<file path="src/rtl/wshb_pkg.sv">
// -----------------------------------------------------------------------------
// wshb_pkg
// Shared Wishbone definitions for the arbiter and its neighbours.
//   CTI_*       : cycle type identifier codes (classic, incrementing, end-of-burst)
//   BTE_LINEAR  : linear burst type extension code
//   arb_state_t : arbiter FSM state (IDLE waiting for requests, BUSY owned by a master)
// -----------------------------------------------------------------------------
package wshb_pkg;

    localparam logic [2:0] CTI_CLASSIC = 3'b000;
    localparam logic [2:0] CTI_INCR    = 3'b010;
    localparam logic [2:0] CTI_EOB     = 3'b111;
    localparam logic [1:0] BTE_LINEAR  = 2'b00;

    typedef enum logic {
        IDLE = 1'b0,
        BUSY = 1'b1
    } arb_state_t;

endpackage

</file>
<file path="src/rtl/rr_pick.sv">
// -----------------------------------------------------------------------------
// rr_pick
// Combinational round-robin one-hot pick: returns the first set bit of req_i
// found scanning upward from index ptr_i, wrapping past N-1 back to 0.
//   req_i [N-1:0]     request vector
//   ptr_i [PTR_W-1:0] index that has highest priority this round
//   gnt_o [N-1:0]     one-hot grant (all zero when req_i is zero)
// -----------------------------------------------------------------------------
module rr_pick #(
    parameter int N     = 2,
    parameter int PTR_W = (N > 1) ? $clog2(N) : 1
) (
    input  logic [N-1:0]     req_i,
    input  logic [PTR_W-1:0] ptr_i,
    output logic [N-1:0]     gnt_o
);

    logic [2*N-1:0] req2_s;
    logic [2*N-1:0] keep_s;
    logic [2*N-1:0] masked_s;
    logic [2*N-1:0] first_s;

    // Double-width mask trick: the upper copy of req holds the wrapped-around
    // indices, so the lowest set bit at or above ptr is the round-robin winner.
    always_comb begin
        req2_s   = {req_i, req_i};
        keep_s   = ~(((2*N)'(1) << ptr_i) - (2*N)'(1));
        masked_s = req2_s & keep_s;
        first_s  = masked_s & (~masked_s + (2*N)'(1));
        gnt_o    = first_s[N-1:0] | first_s[2*N-1:N];
    end

endmodule

</file>
<file path="src/rtl/wshb_arbiter_rr.sv">
// -----------------------------------------------------------------------------
// wshb_arbiter_rr
// N-master to 1-slave Wishbone arbiter with round-robin fairness. A master keeps
// the grant for its whole cyc; an optional watchdog raises err when the slave
// leaves stb unanswered for TMO_CYC cycles.
//   clk, rst_n                 clock, asynchronous active-low reset
//   m_cyc/m_stb/m_we [N]       per-master control
//   m_adr/m_sel/m_dat_ms       per-master address, byte selects, write data (packed)
//   m_cti/m_bte                per-master cycle type / burst type (packed)
//   m_ack/m_err [N]            responses, only to the granted master
//   m_dat_sm                   slave read data, broadcast
//   s_*                        slave side of the selected master
//   grant [N]                  registered one-hot grant
// -----------------------------------------------------------------------------
module wshb_arbiter_rr
    import wshb_pkg::*;
#(
    parameter int N_MST   = 2,
    parameter int ADDR_W  = 32,
    parameter int DATA_W  = 32,
    parameter int TMO_CYC = 0
) (
    input  logic                        clk,
    input  logic                        rst_n,
    input  logic [N_MST-1:0]            m_cyc,
    input  logic [N_MST-1:0]            m_stb,
    input  logic [N_MST-1:0]            m_we,
    input  logic [N_MST*ADDR_W-1:0]     m_adr,
    input  logic [N_MST*DATA_W/8-1:0]   m_sel,
    input  logic [N_MST*DATA_W-1:0]     m_dat_ms,
    input  logic [N_MST*3-1:0]          m_cti,
    input  logic [N_MST*2-1:0]          m_bte,
    output logic [N_MST-1:0]            m_ack,
    output logic [N_MST-1:0]            m_err,
    output logic [DATA_W-1:0]           m_dat_sm,
    output logic                        s_cyc,
    output logic                        s_stb,
    output logic                        s_we,
    output logic [ADDR_W-1:0]           s_adr,
    output logic [DATA_W/8-1:0]         s_sel,
    output logic [DATA_W-1:0]           s_dat_ms,
    output logic [2:0]                  s_cti,
    output logic [1:0]                  s_bte,
    input  logic                        s_ack,
    input  logic                        s_err,
    input  logic [DATA_W-1:0]           s_dat_sm,
    output logic [N_MST-1:0]            grant
);

    localparam int SEL_W = DATA_W / 8;
    localparam int PTR_W = (N_MST > 1) ? $clog2(N_MST) : 1;
    localparam int CNT_W = (TMO_CYC > 0) ? $clog2(TMO_CYC + 1) : 1;
    localparam bit TMO_EN = (TMO_CYC > 0);
    localparam logic [CNT_W-1:0] TMO_LAST = CNT_W'((TMO_CYC > 0) ? (TMO_CYC - 1) : 0);
    localparam logic [CNT_W-1:0] CNT_MAX  = {CNT_W{1'b1}};

    arb_state_t         state_q,   state_d;
    logic [N_MST-1:0]   grant_q,   grant_d;
    logic [PTR_W-1:0]   rr_ptr_q,  rr_ptr_d;
    logic [CNT_W-1:0]   tmo_cnt_q, tmo_cnt_d;

    logic [N_MST-1:0]   pick_s;
    logic [PTR_W-1:0]   g_idx_s;
    logic               owner_cyc_s;
    logic               pend_s;
    logic               tmo_hit_s;

    rr_pick #(
        .N     (N_MST),
        .PTR_W (PTR_W)
    ) u_pick (
        .req_i (m_cyc),
        .ptr_i (rr_ptr_q),
        .gnt_o (pick_s)
    );

    // Owner index from the one-hot grant; OR-reduction works because at most one bit is set.
    always_comb begin
        g_idx_s = '0;
        for (int i = 0; i < N_MST; i++) begin
            g_idx_s = g_idx_s | (grant_q[i] ? PTR_W'(i) : PTR_W'(0));
        end
    end

    // AND-OR mux from the registered grant; with no grant every s_* output is zero.
    always_comb begin
        s_adr    = '0;
        s_sel    = '0;
        s_dat_ms = '0;
        s_cti    = 3'b000;
        s_bte    = 2'b00;
        for (int i = 0; i < N_MST; i++) begin
            s_adr    = s_adr    | (m_adr[i*ADDR_W +: ADDR_W]    & {ADDR_W{grant_q[i]}});
            s_sel    = s_sel    | (m_sel[i*SEL_W +: SEL_W]      & {SEL_W{grant_q[i]}});
            s_dat_ms = s_dat_ms | (m_dat_ms[i*DATA_W +: DATA_W] & {DATA_W{grant_q[i]}});
            s_cti    = s_cti    | (m_cti[i*3 +: 3]              & {3{grant_q[i]}});
            s_bte    = s_bte    | (m_bte[i*2 +: 2]              & {2{grant_q[i]}});
        end
        s_cyc       = |(m_cyc & grant_q);
        s_stb       = |(m_stb & grant_q);
        s_we        = |(m_we  & grant_q);
        owner_cyc_s = s_cyc;
    end

    // Responses reach only the owner; read data is broadcast.
    always_comb begin
        m_ack    = {N_MST{s_ack}} & grant_q;
        m_err    = {N_MST{s_err | tmo_hit_s}} & grant_q;
        m_dat_sm = s_dat_sm;
        grant    = grant_q;
    end

    // Arbitration FSM next state: grant in IDLE, release in BUSY when the owner drops cyc.
    always_comb begin
        state_d  = state_q;
        grant_d  = grant_q;
        rr_ptr_d = rr_ptr_q;
        case (state_q)
            IDLE: begin
                if (|m_cyc) begin
                    grant_d = pick_s;
                    state_d = BUSY;
                end else begin
                    grant_d = '0;
                    state_d = IDLE;
                end
            end
            BUSY: begin
                if (!owner_cyc_s) begin
                    grant_d  = '0;
                    state_d  = IDLE;
                    rr_ptr_d = (g_idx_s == PTR_W'(N_MST - 1)) ? PTR_W'(0) : (g_idx_s + PTR_W'(1));
                end else begin
                    grant_d = grant_q;
                    state_d = BUSY;
                end
            end
            default: begin
                grant_d = '0;
                state_d = IDLE;
            end
        endcase
    end

    // Watchdog: count unanswered stb cycles, fire once at the limit, then start over.
    always_comb begin
        pend_s    = s_stb & ~s_ack & ~s_err;
        tmo_hit_s = TMO_EN & pend_s & (tmo_cnt_q == TMO_LAST);
        if (!TMO_EN || !pend_s || tmo_hit_s) begin
            tmo_cnt_d = '0;
        end else if (tmo_cnt_q == CNT_MAX) begin
            tmo_cnt_d = tmo_cnt_q;
        end else begin
            tmo_cnt_d = tmo_cnt_q + CNT_W'(1);
        end
    end

    // State, grant, pointer and watchdog registers.
    always_ff @(posedge clk or negedge rst_n) begin
        if (!rst_n) begin
            state_q   <= IDLE;
            grant_q   <= '0;
            rr_ptr_q  <= '0;
            tmo_cnt_q <= '0;
        end else begin
            state_q   <= state_d;
            grant_q   <= grant_d;
            rr_ptr_q  <= rr_ptr_d;
            tmo_cnt_q <= tmo_cnt_d;
        end
    end

endmodule

</file>
<file path="config.mk">
export PLATFORM = sky130hd
export DESIGN_NAME = wshb_arbiter_rr
export DESIGN_NICKNAME = d
export VERILOG_FILES = /design/src/rtl/wshb_pkg.sv /design/src/rtl/rr_pick.sv /design/src/rtl/wshb_arbiter_rr.sv
export SDC_FILE = /design/constraint.sdc
export NUM_CORES = 1
export LEC_CHECK = 0
export CAP_MARGIN = 20
export CORE_AREA = 2 2 116 118
export DETAILED_ROUTE_END_ITERATION = 8
export DIE_AREA = 0 0 118 120
export PLACE_DENSITY = 0.65
export SLEW_MARGIN = 20
export SYNTH_ARGS = -nofsm -noshare
export SYNTH_HDL_FRONTEND = slang
export SYNTH_SLANG_ARGS = --single-unit
</file>
<file path="constraint.sdc">
create_clock -name clk -period 1.3 [get_ports clk]
set_input_delay 0.39 -clock clk [delete_from_list [all_inputs] [get_ports clk]]
set_output_delay 0.39 -clock clk [all_outputs]
set_load 0.005 [all_outputs]
</file>
After elaboration in Yosys (flattened, before gate mapping)
Index checks and enable logic that the tools add are counted.
{"block": "word_totals", "register_bits": 4, "inputBits": 188, "word_cells": 48}
{"block": "classes", "addsub": 3, "n_eq_ne": 1, "shift": 1, "n_mux": 8, "bitwise_logic": 27, "n_reduce_logical": 5}
{"op": "$and A32 B32 Y32", "count": 4}
{"op": "$or A32 B32 Y32", "count": 2}
{"op": "$and A4 B4 Y4", "count": 4}
{"op": "$and A2 B2 Y2", "count": 7}
{"op": "$not A4 Y4", "count": 2}
{"op": "$reduce_or A2 Y1", "count": 4}
{"op": "$and A3 B3 Y3", "count": 2}
{"op": "$add A4 B1 Y4 const B", "count": 1}
{"op": "$mux W1", "count": 4}
{"op": "$mux W2", "count": 2}
{"op": "$or A2 B2 Y2", "count": 2}
{"op": "$or A4 B4 Y4", "count": 1}
{"op": "$pmux W2 S2", "count": 1}
{"op": "$shl A1 B1 Y4 const A", "count": 1}
{"op": "$sub A4 B2 Y4 const B", "count": 1}
{"op": "$or A3 B3 Y3", "count": 1}
{"op": "$ne A2 B2 Y1 const B", "count": 1}
{"op": "$not A1 Y1", "count": 2}
{"op": "$pmux W1 S2", "count": 1}
{"op": "$reduce_and A2 Y1", "count": 1}
{"op": "$add A1 B1 Y1 const B", "count": 1}

Depth between registers and ports, before layout
{"block": "logic_depth", "ltp_word": 10, "ltp_mapped": 5, "depth_no_buf": 3}

Hierarchy
Synthesis repeated with hierarchy kept, for this count alone.
{"block": "hier_totals", "hier_cells": 151, "hier_area_um2": 1267.5}
{"mod": "wshb_arbiter_rr", "n_inst": 1, "cells_each": 148, "area_per_inst_um2": 1248.7, "seq_area_each_um2": 100.1}
{"mod": "rr_pick", "n_inst": 1, "cells_each": 3, "area_per_inst_um2": 18.8, "seq_area_each_um2": 0.0}

Worst setup path before layout
Ideal clock, no wire load.
{"block": "synth_timing", "kind": "flip-flop to output port", "startpoint": "reg grant_q[0], in the netlist grant[0]", "endpoint": "out s_cyc", "t_arrival_ps": 931, "t_required_ps": 910, "slack_ps": -21, "stages_incl_launch_ff": 5, "path_buffers": 2, "path_cell_list": "dfrtp_1 -> buf_6 -> buf_6 -> and2_1 -> a21o_1"}
{"block": "synth_via", "elab_chain_len": 2}
{"item": "from (decl)", "line": "wshb_arbiter_rr.sv:58", "source": "logic [N_MST-1:0] grant_q, grant_d;"}
{"item": "from (signal assigned)", "line": "wshb_arbiter_rr.sv:167", "source": "grant_q <= grant_d;"}
{"item": "$and A2 B2 Y2", "line": "wshb_arbiter_rr.sv:99", "source": "s_cyc = |(m_cyc & grant_q);"}
{"item": "$reduce_or A2 Y1", "line": "wshb_arbiter_rr.sv:99"}
{"item": "to (decl)", "line": "wshb_arbiter_rr.sv:36", "source": "output logic s_cyc,"}
No other way between the ends.

Final worst setup path
{"block": "layout_timing", "startpoint": "reg grant_q[1], in the netlist grant[1]", "endpoint": "out s_dat_ms[29]"}
{"block": "layout_via", "elab_chain_len": 2}
{"item": "$and A32 B32 Y32", "line": "wshb_arbiter_rr.sv:95", "source": "s_dat_ms = s_dat_ms | (m_dat_ms[i*DATA_W +: DATA_W] & {DATA_W{grant_q[i]}});"}
{"item": "$or A32 B32 Y32", "line": "wshb_arbiter_rr.sv:95"}
{"item": "to (decl)", "line": "wshb_arbiter_rr.sv:41", "source": "output logic [DATA_W-1:0] s_dat_ms,"}
No other way between the ends.

==> flow_metrics.tcl <==
set metrics [dict create \
    synth_top_cell_by_area "sky130_fd_sc_hd__a22o_1" \
    core_area_um2 13000 \
    finClkSkew_ps 2.48 \
    dp_slack_ps -785 \
    layout.cells.most_common_list "sky130_fd_sc_hd__clkdlybuf4s50_1, sky130_fd_sc_hd__a22o_1, sky130_fd_sc_hd__clkbuf_2, sky130_fd_sc_hd__buf_2, sky130_fd_sc_hd__buf_6" \
    final_layout_size_suffix_gt1_share_pct 37.4 \
    final-instance-count-excl-fill 569 \
    clock_latency_ps 230 \
    hp-class "input port to async pin" \
    globalRoute.totalOverflow 0 \
    fin_crit_ps 1870 \
    syn-mean-instance-area_um2 8.25 \
    timing_max_transition_violations_final 0 \
    nNetsFinal 582 \
    cts_root_buf "sky130_fd_sc_hd__clkbuf_16" \
    cp-start-kind "register" \
    worstPathArrival_ps 1480 \
    hpwlAfterDp_mm 6.85 \
    grt_pass1_vias 2299 \
    placed_cells 531 \
    postSynthCellCount 151 \
    worst_hold_slack_ps 377 \
    ys_seq_area_share_pct 8.03 \
    dieHeight_um 120 \
    die_outline_area_um2 14200 \
    post_drt_wl_per_cell_um 17.0 \
    floorplan.initialDensity_pct 9.60 \
    yosys_warnings 0 \
    timing.slew.headroom_pct 83.2 \
    synthToLayoutAreaGrowth_pct 218 \
    critical_path_class "register to output port" \
    vias_per_cell 3.99 \
    report.final.hold_viol_count 0 \
    place_area_um2 3680 \
    floorplan.rows 42 \
    critical_path_buf_inv_count 5 \
    power.static_leakage_uw 0.00181 \
    clock.fmax_mhz 534 \
    diodes 0 \
    cellPowerDensity_nw_per_um2 1280 \
    grt_start_max_net_pins 20 \
    status "finished with violations" \
    regArea_um2 103 \
    multi_input_comb_area_um2 817 \
    place_congestion 0.780 \
    synth.cell_area_um2 1250 \
    worstPathMaxFanout 5 \
    clkSinkCount 4 \
    io_buffers 237 \
    cts-buffers-inserted 3 \
    cts_tree "yes" \
    setup_viol 83 \
    worstPathCellList "buf_12 -> buf_8 -> buf_6 -> buf_4 -> a22o_1 -> clkbuf_2" \
    failed_checks "negative setup slack" \
    globalRouteTotalUtil_pct 11.9 \
    vias 2273 \
    synthesis.nets 339 \
    synth.top_cell.area_share_pct 53.4 \
    worst_path_max_delay_cell "sky130_fd_sc_hd__dfrtp_2" \
    synth_area_leaders "sky130_fd_sc_hd__a22o_1, sky130_fd_sc_hd__buf_4, sky130_fd_sc_hd__dfrtp_1" \
    dr.pass1.iters 3 \
    grt_antenna_before_repair 0 \
    synth_cell_type_count 17 \
    path_delay_family "buffers and inverters" \
    tightestPinTransition_ps 252 \
    postRouteWirelength_mm 9.66 \
    slowest_delay_ps 430 \
    remaining_drc_errors 0 \
    maxCapViolations 0 \
    cp-end-kind "output port" \
    cp_data_required_time_ps 910 \
    dr.first_iter.drc_count 52 \
    cts.clk_slew.worst_paths_ps 30 \
    layout_commonest_cell "sky130_fd_sc_hd__clkdlybuf4s50_1" \
    drtAntennaViolNets 0 \
    die_width_um 118 \
    synth.ff_latch_count 4 \
    grt_setup_unrepaired "yes" \
    ioPinCount 302 \
    total_power_uw 5080 \
    post-route-period-util_pct 144 \
    clock_path_buffers 2 \
    clock_tree.htree_level_count 1 \
    fillCellCount 1389 \
    final_cell_area_um2 3960 \
    global_route_wire_length_before_repair_mm 13.4 \
    post-route-worst-setup-slack_ps -573 \
    ir_worst_vdd_mv 0.538 \
]
## path summary, 6_finish.rpt
path,from,end,slack [ps],cells past startpoint
setup / recovery,grant[1],s_dat_ms[29],-570,6
hold / removal,rst_n,grant[1],380,1
setup reg to reg,grant[1],state_q,-110,6
hold reg to reg,rr_ptr_q,rr_ptr_q,540,1
max in group asynchronous,rst_n,grant[0],730,1
min in group clk,rr_ptr_q,rr_ptr_q,540,1
## sequential cells by signal, summed over array words and instances, names as in the netlist
register,cells
state_q,1
grant,2
rr_ptr_q,1
## Yosys cell counts
cell type                   count
sky130_fd_sc_hd__a21oi_4        1
sky130_fd_sc_hd__buf_4         34
sky130_fd_sc_hd__o2bb2ai_1      1
sky130_fd_sc_hd__buf_2         15
sky130_fd_sc_hd__o32ai_1        1
sky130_fd_sc_hd__a21oi_1        1
sky130_fd_sc_hd__nand2_1        4
sky130_fd_sc_hd__dfrtp_1        4
sky130_fd_sc_hd__buf_6          2
sky130_fd_sc_hd__nand3b_1       1
sky130_fd_sc_hd__and2_1         5
sky130_fd_sc_hd__a22o_1        76
sky130_fd_sc_hd__a21o_1         1
sky130_fd_sc_hd__nor2b_1        1
sky130_fd_sc_hd__nand2b_1       2
sky130_fd_sc_hd__o21ai_1        1
sky130_fd_sc_hd__inv_1          1
## power by group
group	total [µW]	switching (µW)	leakage [µW]	internal, µW
registers	256	84.1	0.0000454	172
logic	4330	1590	0.00172	2730
clock network	493	88.3	0.0000382	405
total	5080	1770	0.00181	3310
## kinds of logic (layout without fill, tap and decap cells)
family / after synthesis / count (layout) / share of synthesized area (%)
AOI/OAI and AO/OA: 82 / 82 / 57.5
and+or+nand+nor: 13 / 13 / 5.82
DFF: 4 / 4 / 8.03
buffers and inverters: 52 / 294 / 28.6
## layout make-up
cell class,count,share of cell area [%]
flip-flops and latches,4,2.59
repair buffers,289,69.2
clock buffers,4,1.99
inverters,1,0.0947
well taps,176,5.56
multi-input cells,95,20.6
## per-layer routing
| layer | GRT usage [%] | vias to the layer above | wire length [µm] |
|---|---|---|---|
| met2 | 22.3 | 133 | 5030 |
| met1 | 13.1 | 1075 | 3720 |
| met5 | 0 | - | 0 |
| met3 | 3.90 | 10 | 851 |
| met4 | 2.48 | 0 | 57 |
| li1 | - | 1055 | - |
## through the flow
step / setup TNS (ps) / utilization (%)
final: -37510 / 30.5
after global routing: -40280 / 30.5
after CTS: -46130 / 30.4
after detailed placement: -48440 / 28.3
after global placement: -48220 / 28.3
after floorplan: -9.84 / -
## timing repair
item / in CTS / in global routing
gates cloned: 6 / 4
pin swaps: 2 / 34
hold buffers: 0 / 0
setup buffers: 8 / 25
setup endpoints to repair: 82 / 82
gates resized for setup: 162 / 162
(Power assumes the default switching activity.)
